`config.mk`:
```
export PLATFORM = sky130hd
export DESIGN_NAME = lcd_fill_sequencer
export DESIGN_NICKNAME = d
export VERILOG_FILES = /design/src/rtl/ili934x_pkg.sv /design/src/rtl/lcd_fill_sequencer.sv
export SDC_FILE = /design/constraint.sdc
export NUM_CORES = 1
export LEC_CHECK = 0
export CORE_ASPECT_RATIO = 1.2
export CORE_MARGIN = 1
export CORE_UTILIZATION = 35
export CTS_CLUSTER_DIAMETER = 200
export DETAILED_ROUTE_END_ITERATION = 7
export PLACE_DENSITY = 0.55
export SLEW_MARGIN = 15
export SYNTH_ARGS = -nofsm -noshare
export SYNTH_HDL_FRONTEND = slang
export SYNTH_SLANG_ARGS = --single-unit
```
`constraint.sdc`:
```
create_clock -name clk -period 8 [get_ports clk]
set_clock_uncertainty 0.15 [all_clocks]
set_input_delay 2.4 -clock clk [delete_from_list [all_inputs] [get_ports clk]]
set_output_delay 2.4 -clock clk [all_outputs]
set_load 0.02 [all_outputs]
```
`src/rtl/ili934x_pkg.sv`:
```
// Shared constants and request payload for the ILI934x fill path.
package ili934x_pkg;

  localparam logic [7:0] CMD_CASET = 8'h2A;
  localparam logic [7:0] CMD_PASET = 8'h2B;
  localparam logic [7:0] CMD_RAMWR = 8'h2C;

  localparam int unsigned HDR_LEN   = 11;
  localparam int unsigned IDX_W     = 4;
  localparam int unsigned PIX_CNT_W = 17;

  // Latched fill-rectangle request.
  typedef struct packed {
    logic [15:0] x0;
    logic [15:0] x1;
    logic [15:0] y0;
    logic [15:0] y1;
    logic [15:0] color;
  } fill_req_t;

endpackage

```
`src/rtl/lcd_fill_sequencer.sv`:
```
// Expands one fill-rectangle request into the CASET/PASET/RAMWR header plus
// RGB565 pixel bytes for the 8080 byte writer's item stream.
module lcd_fill_sequencer
  import ili934x_pkg::*;
#(
  parameter int unsigned H_RES = 240,
  parameter int unsigned V_RES = 320
) (
  input  logic        clk,
  input  logic        rst_n,
  input  logic        req_valid,
  output logic        req_ready,
  input  logic [15:0] req_x0,
  input  logic [15:0] req_x1,
  input  logic [15:0] req_y0,
  input  logic [15:0] req_y1,
  input  logic [15:0] req_color,
  output logic        item_valid,
  output logic        item_is_cmd,
  output logic [7:0]  item_byte,
  input  logic        item_ready,
  output logic        busy,
  output logic        done,
  output logic        err
);

  typedef enum logic [2:0] {
    IDLE,
    CALC,
    HDR,
    PIX,
    DONE
  } fill_state_e;

  localparam logic [IDX_W-1:0] HDR_LAST = IDX_W'(HDR_LEN - 1);

  fill_state_e            state_q, state_d;
  fill_req_t              req_q, req_d;
  logic [IDX_W-1:0]       idx_q, idx_d;
  logic [PIX_CNT_W-1:0]   pix_left_q, pix_left_d;
  logic                   lo_phase_q, lo_phase_d;
  logic                   item_valid_q, item_valid_d;
  logic                   item_cmd_q, item_cmd_d;
  logic [7:0]             item_byte_q, item_byte_d;
  logic                   req_ready_q;
  logic                   busy_q;
  logic                   done_q, done_d;
  logic                   err_q, err_d;

  logic                   xfer_c;
  logic                   req_ok_c;
  logic [PIX_CNT_W-1:0]   width_c;
  logic [PIX_CNT_W-1:0]   height_c;
  logic [PIX_CNT_W-1:0]   area_c;

  // Header item at a given index: {is_cmd, byte}.
  function automatic logic [8:0] hdr_item(input logic [IDX_W-1:0] idx,
                                          input fill_req_t       r);
    logic [8:0] item;
    case (idx)
      4'd0:    item = {1'b1, CMD_CASET};
      4'd1:    item = {1'b0, r.x0[15:8]};
      4'd2:    item = {1'b0, r.x0[7:0]};
      4'd3:    item = {1'b0, r.x1[15:8]};
      4'd4:    item = {1'b0, r.x1[7:0]};
      4'd5:    item = {1'b1, CMD_PASET};
      4'd6:    item = {1'b0, r.y0[15:8]};
      4'd7:    item = {1'b0, r.y0[7:0]};
      4'd8:    item = {1'b0, r.y1[15:8]};
      4'd9:    item = {1'b0, r.y1[7:0]};
      4'd10:   item = {1'b1, CMD_RAMWR};
      default: item = 9'h000;
    endcase
    return item;
  endfunction

  // Window validation and pixel count from the latched request.
  assign xfer_c   = item_valid_q && item_ready;
  assign req_ok_c = (req_q.x0 <= req_q.x1) && (req_q.y0 <= req_q.y1) &&
                    (32'(req_q.x1) < H_RES) && (32'(req_q.y1) < V_RES);
  assign width_c  = PIX_CNT_W'(req_q.x1) - PIX_CNT_W'(req_q.x0) + PIX_CNT_W'(1);
  assign height_c = PIX_CNT_W'(req_q.y1) - PIX_CNT_W'(req_q.y0) + PIX_CNT_W'(1);
  assign area_c   = PIX_CNT_W'(width_c * height_c);

  // Next-state and next-output logic.
  always_comb begin
    state_d      = state_q;
    req_d        = req_q;
    idx_d        = idx_q;
    pix_left_d   = pix_left_q;
    lo_phase_d   = lo_phase_q;
    item_valid_d = item_valid_q;
    item_cmd_d   = item_cmd_q;
    item_byte_d  = item_byte_q;
    done_d       = 1'b0;
    err_d        = 1'b0;

    case (state_q)
      IDLE: begin
        if (req_valid) begin
          req_d.x0    = req_x0;
          req_d.x1    = req_x1;
          req_d.y0    = req_y0;
          req_d.y1    = req_y1;
          req_d.color = req_color;
          state_d     = CALC;
        end
      end

      CALC: begin
        if (!req_ok_c) begin
          err_d   = 1'b1;
          state_d = IDLE;
        end else begin
          pix_left_d                = area_c;
          idx_d                     = '0;
          lo_phase_d                = 1'b0;
          item_valid_d              = 1'b1;
          {item_cmd_d, item_byte_d} = hdr_item('0, req_q);
          state_d                   = HDR;
        end
      end

      HDR: begin
        if (xfer_c) begin
          if (idx_q == HDR_LAST) begin
            lo_phase_d  = 1'b0;
            item_cmd_d  = 1'b0;
            item_byte_d = req_q.color[15:8];
            state_d     = PIX;
          end else begin
            idx_d                     = idx_q + IDX_W'(1);
            {item_cmd_d, item_byte_d} = hdr_item(idx_q + IDX_W'(1), req_q);
          end
        end
      end

      PIX: begin
        if (xfer_c) begin
          if (!lo_phase_q) begin
            lo_phase_d  = 1'b1;
            item_byte_d = req_q.color[7:0];
          end else begin
            pix_left_d = pix_left_q - PIX_CNT_W'(1);
            if (pix_left_q == PIX_CNT_W'(1)) begin
              item_valid_d = 1'b0;
              done_d       = 1'b1;
              state_d      = DONE;
            end else begin
              lo_phase_d  = 1'b0;
              item_byte_d = req_q.color[15:8];
            end
          end
        end
      end

      DONE: begin
        state_d = IDLE;
      end

      default: begin
        state_d = IDLE;
      end
    endcase
  end

  // State and output registers with synchronous active-low reset.
  always_ff @(posedge clk) begin
    if (!rst_n) begin
      state_q      <= IDLE;
      req_q        <= '0;
      idx_q        <= '0;
      pix_left_q   <= '0;
      lo_phase_q   <= 1'b0;
      item_valid_q <= 1'b0;
      item_cmd_q   <= 1'b0;
      item_byte_q  <= 8'h00;
      req_ready_q  <= 1'b1;
      busy_q       <= 1'b0;
      done_q       <= 1'b0;
      err_q        <= 1'b0;
    end else begin
      state_q      <= state_d;
      req_q        <= req_d;
      idx_q        <= idx_d;
      pix_left_q   <= pix_left_d;
      lo_phase_q   <= lo_phase_d;
      item_valid_q <= item_valid_d;
      item_cmd_q   <= item_cmd_d;
      item_byte_q  <= item_byte_d;
      req_ready_q  <= (state_d == IDLE);
      busy_q       <= (state_d != IDLE);
      done_q       <= done_d;
      err_q        <= err_d;
    end
  end

  assign req_ready   = req_ready_q;
  assign item_valid  = item_valid_q;
  assign item_is_cmd = item_cmd_q;
  assign item_byte   = item_byte_q;
  assign busy        = busy_q;
  assign done        = done_q;
  assign err         = err_q;

endmodule

```
==> flow_metrics.env <==
export IMPL_status="finished clean"
export IMPL_final_nets=2160
export IMPL_post_drt_wl_per_cell_um=16.9
export IMPL_synth_top_family_by_area="adder cells"
export IMPL_grt_pass1_vias=11600
export IMPL_hold_violations=0
export IMPL_initial_utilization=0.357
export IMPL_final_core_util=0.453
export IMPL_holdCritStartpoint="req_q[0]$_SDFFE_PN0P_"
export IMPL_rows=75
export IMPL_pin_count=98
export IMPL_postSynth_asyncResetShare=0
export IMPL_yosys_area_top_type="dfxtp_1"
export IMPL_fin_crit_sh=0.965
export IMPL_core_area_mm2=0.0352
export IMPL_cpPeakStageDelay_ns=0.54
export IMPL_yosys_warnings=0
export IMPL_drt_pass1_iterations=5
export IMPL_yosys_area_share_simple=0.188
export IMPL_drc=0
export IMPL_drtAntennaViolNets=0
export IMPL_cts_buffer_depth=2
export IMPL_cts_clk_slew_worst_paths_ns=0.07
export IMPL_area_sequential_mm2=0.00239
export IMPL_crit_slowest_cell="fa_1"
export IMPL_hp_class="reg -> reg"
export IMPL_crit_top_cell="fa_1"
export IMPL_period_needed_ns=7.72
export IMPL_stdcell_area_mm2=0.0159
export IMPL_dpl_hpwl_mm=31.8
export IMPL_drive_gt1_frac=0.140
export IMPL_synthFlopType="dfxtp_1"
export IMPL_synth_nets=1939
export IMPL_gp_routability_congestion=0.931
export IMPL_cts_made_buffers=17
export IMPL_cp_startpoint="req_q[49]$_SDFFE_PN0P_"
export IMPL_synth_area_top_cells="dfxtp_1, fa_1, ha_1"
export IMPL_avgViaCountPerCell=5.00
export IMPL_cp_max_fo=3
export IMPL_fillers=3574
export IMPL_diodes=0
export IMPL_synth_xor_area_share=0.0554
export IMPL_synth_seq_cells=119
export IMPL_antenna_found_initial=0
export IMPL_place_area_mm2=0.0151
export IMPL_critPathKind="reg -> reg"
export IMPL_cts_hold_fix_buffers=0
export IMPL_cts_tree="yes"
export IMPL_fp_dieH_um=210
export IMPL_grt_total_usage=0.218
export IMPL_grt_overflow=0
export IMPL_grt_pass1_wl_mm=62.1
export IMPL_slew_limit_headroom=0.410
export IMPL_worstMarginPinSlew_ns=0.885
export IMPL_dp_cells=2268
export IMPL_grt_max_degree=79
export IMPL_arrival_ns=7.86
export IMPL_rsz0062_at_grt="yes"
export IMPL_synth_cells=1606
export IMPL_critPathCaptureType="register"
export IMPL_cts_sinks=119
export IMPL_dieWidth_um=175
export IMPL_die_area_mm2=0.0367
export IMPL_multiInputGateArea_mm2=0.00929
export IMPL_finalMaxSlewViolations=0
export IMPL_synthMuxAreaShare=0.0112
export IMPL_syn_area_mm2=0.0126
export IMPL_synth_edf_count=0
export IMPL_worstSkewPairLatency_ns=0.44
export IMPL_cts_root_buf="clkbuf_16"
export IMPL_required_ns=8.14
export IMPL_first_iter_violations=649
export IMPL_fmax_ghz=0.130
export IMPL_dr_total_vias=11500
export IMPL_fin_cells=2302
export IMPL_report_final_setup_viol=0
export IMPL_cap_violations=0
export IMPL_hold_worst_slack_ns=0.308
export IMPL_finalWirelength_mm=38.8
export IMPL_cts_htree_levels=4
export IMPL_avgSynthCellArea_um2=7.82
export IMPL_numPortBuffers=97
export IMPL_synth_cell_types=65
export IMPL_synth_fa_ha_area_frac=0.307
export IMPL_reg2reg_from="req_q[49]$_SDFFE_PN0P_"
export IMPL_netlist_area_leader_share=0.190
export IMPL_syn_to_final_growth_pct=26.9
export IMPL_synth_seq_area_share=0.190
export IMPL_worstSetupStartpointType="register"
export IMPL_synth_compound_area_share=0.161
==> final timing paths <==
kind | endpoint | slack (ns) | cells after the start
hold reg to reg | req_q[0]$_SDFFE_PN0P_ | 0.31 | 2
setup reg to reg | pix_left_q[16]$_SDFFE_PN0P_ | 0.28 | 33
hold / removal | req_q[0]$_SDFFE_PN0P_ | 0.31 | 2
setup / recovery | pix_left_q[16]$_SDFFE_PN0P_ | 0.28 | 33
==> per-stage QoR <==
stage	TNS (ns)	setup slack (ns)
CTS	0	0.0540
floorplan	0	0.0106
detailed placement	-0.296	-0.296
global placement	-0.192	-0.192
finish	0	0.279
global route	-0.0983	-0.0983
==> cells in the mapped netlist (2+ instances only) <==
| cell type | instances |
|---|---|
| a211o_1 | 5 |
| nand4_1 | 10 |
| xnor2_1 | 39 |
| nor4_1 | 10 |
| o211ai_1 | 2 |
| fa_1 | 98 |
| nor2_1 | 102 |
| xor2_1 | 23 |
| a221o_1 | 3 |
| xnor3_1 | 5 |
| a22o_1 | 7 |
| or2_2 | 6 |
| nor3_1 | 26 |
| a31o_2 | 3 |
| o22ai_1 | 6 |
| a31oi_1 | 9 |
| and3_1 | 4 |
| or3_1 | 7 |
| a211oi_1 | 8 |
| nand2_1 | 271 |
| a21o_1 | 18 |
| clkbuf_1 | 57 |
| nor2b_1 | 16 |
| a22oi_1 | 16 |
| a222oi_1 | 2 |
| a21oi_1 | 148 |
| o21bai_1 | 7 |
| a41oi_1 | 2 |
| inv_1 | 234 |
| o21ai_0 | 50 |
| ha_1 | 151 |
| and2_1 | 18 |
| nand2b_1 | 29 |
| a32oi_1 | 2 |
| nand3_1 | 27 |
| o21a_1 | 12 |
| mux2i_1 | 14 |
| dfxtp_1 | 119 |
| a221oi_1 | 14 |
==> kinds of logic after synthesis <==
kind of cell	Yosys count
and+or+nand+nor	534
buffers and inverters	294
DFF	119
xor gates and xnor gates	69
AOI/OAI and AO/OA	327
muxes	14
adders and majority gates	249
==> routing by layer <==
layer,wire length (um),GRT usage,up-vias
met1,17100,0.270,5436
li1,-,-,5718
met3,1240,0.0223,68
met5,0,0,-
met2,19100,0.382,279
met4,1410,0.0906,0
==> state kept, by name, indices dropped and copies added (netlist names) <==
signal,cells
item_valid,1
lo_phase_q,1
state_q,3
busy,1
err,1
item_byte,8
done,1
pix_left_q,17
req_q,80
req_ready,1
item_is_cmd,1
idx_q,4
==> critical path, delay by kind of cell, from the launching register on <==
kind | cells | cell delay [ns]
simple gates | 4 | 0.40
fa+ha+maj | 9 | 3.55
xor+xnor | 10 | 1.98
buf+inv | 6 | 0.42
compound gates | 4 | 0.72
flops | 1 | 0.34
==> placed cells by master, fill, tap and decap left out, types with 6 or more instances in the layout <==
| cell type | Yosys | final |
|---|---|---|
| inv_8 | 0 | 6 |
| a211oi_1 | 8 | 7 |
| o21bai_1 | 7 | 7 |
| a22o_1 | 7 | 7 |
| nand4_1 | 10 | 10 |
| clkdlybuf4s50_1 | 0 | 97 |
| nor2_1 | 102 | 99 |
| inv_1 | 234 | 229 |
| nor3_1 | 26 | 25 |
| nand2b_1 | 29 | 29 |
| ha_1 | 151 | 146 |
| dfxtp_1 | 119 | 116 |
| or3_1 | 7 | 7 |
| nand3_1 | 27 | 26 |
| o21a_1 | 12 | 12 |
| a21o_1 | 18 | 18 |
| fa_1 | 98 | 92 |
| nand2_1 | 271 | 269 |
| o21ai_0 | 50 | 47 |
| and2_1 | 18 | 18 |
| clkbuf_16 | 0 | 17 |
| mux2i_1 | 14 | 14 |
| fa_2 | 0 | 6 |
| a221oi_1 | 14 | 14 |
| nor2b_1 | 16 | 14 |
| xnor2_1 | 39 | 35 |
| a21oi_1 | 148 | 143 |
| nor4_1 | 10 | 9 |
| buf_4 | 0 | 163 |
| a22oi_1 | 16 | 16 |
| a31oi_1 | 9 | 9 |
| inv_2 | 1 | 6 |
| xor2_1 | 23 | 20 |
| o22ai_1 | 6 | 6 |
==> final cells by class <==
| type | count | share of cell area |
|---|---|---|
| clock buffer | 17 | 0.0267 |
| clock inverter | 15 | 0.0111 |
| inverter | 235 | 0.0553 |
| multi-input combinational | 1193 | 0.583 |
| sequential | 119 | 0.150 |
| tap | 462 | 0.0363 |
| timing repair buffer | 261 | 0.138 |
==> what timing repair did <==
| item | in CTS | in global routing |
|---|---|---|
| setup endpoints to repair | 1 | 1 |
| pin swaps | 11 | 37 |
| buffers inserted | 0 | 2 |
| resized for setup | 5 | 41 |
Power is not shown: default switching activity piles up to over one toggle a cycle in this logic, so the estimate is an artifact.
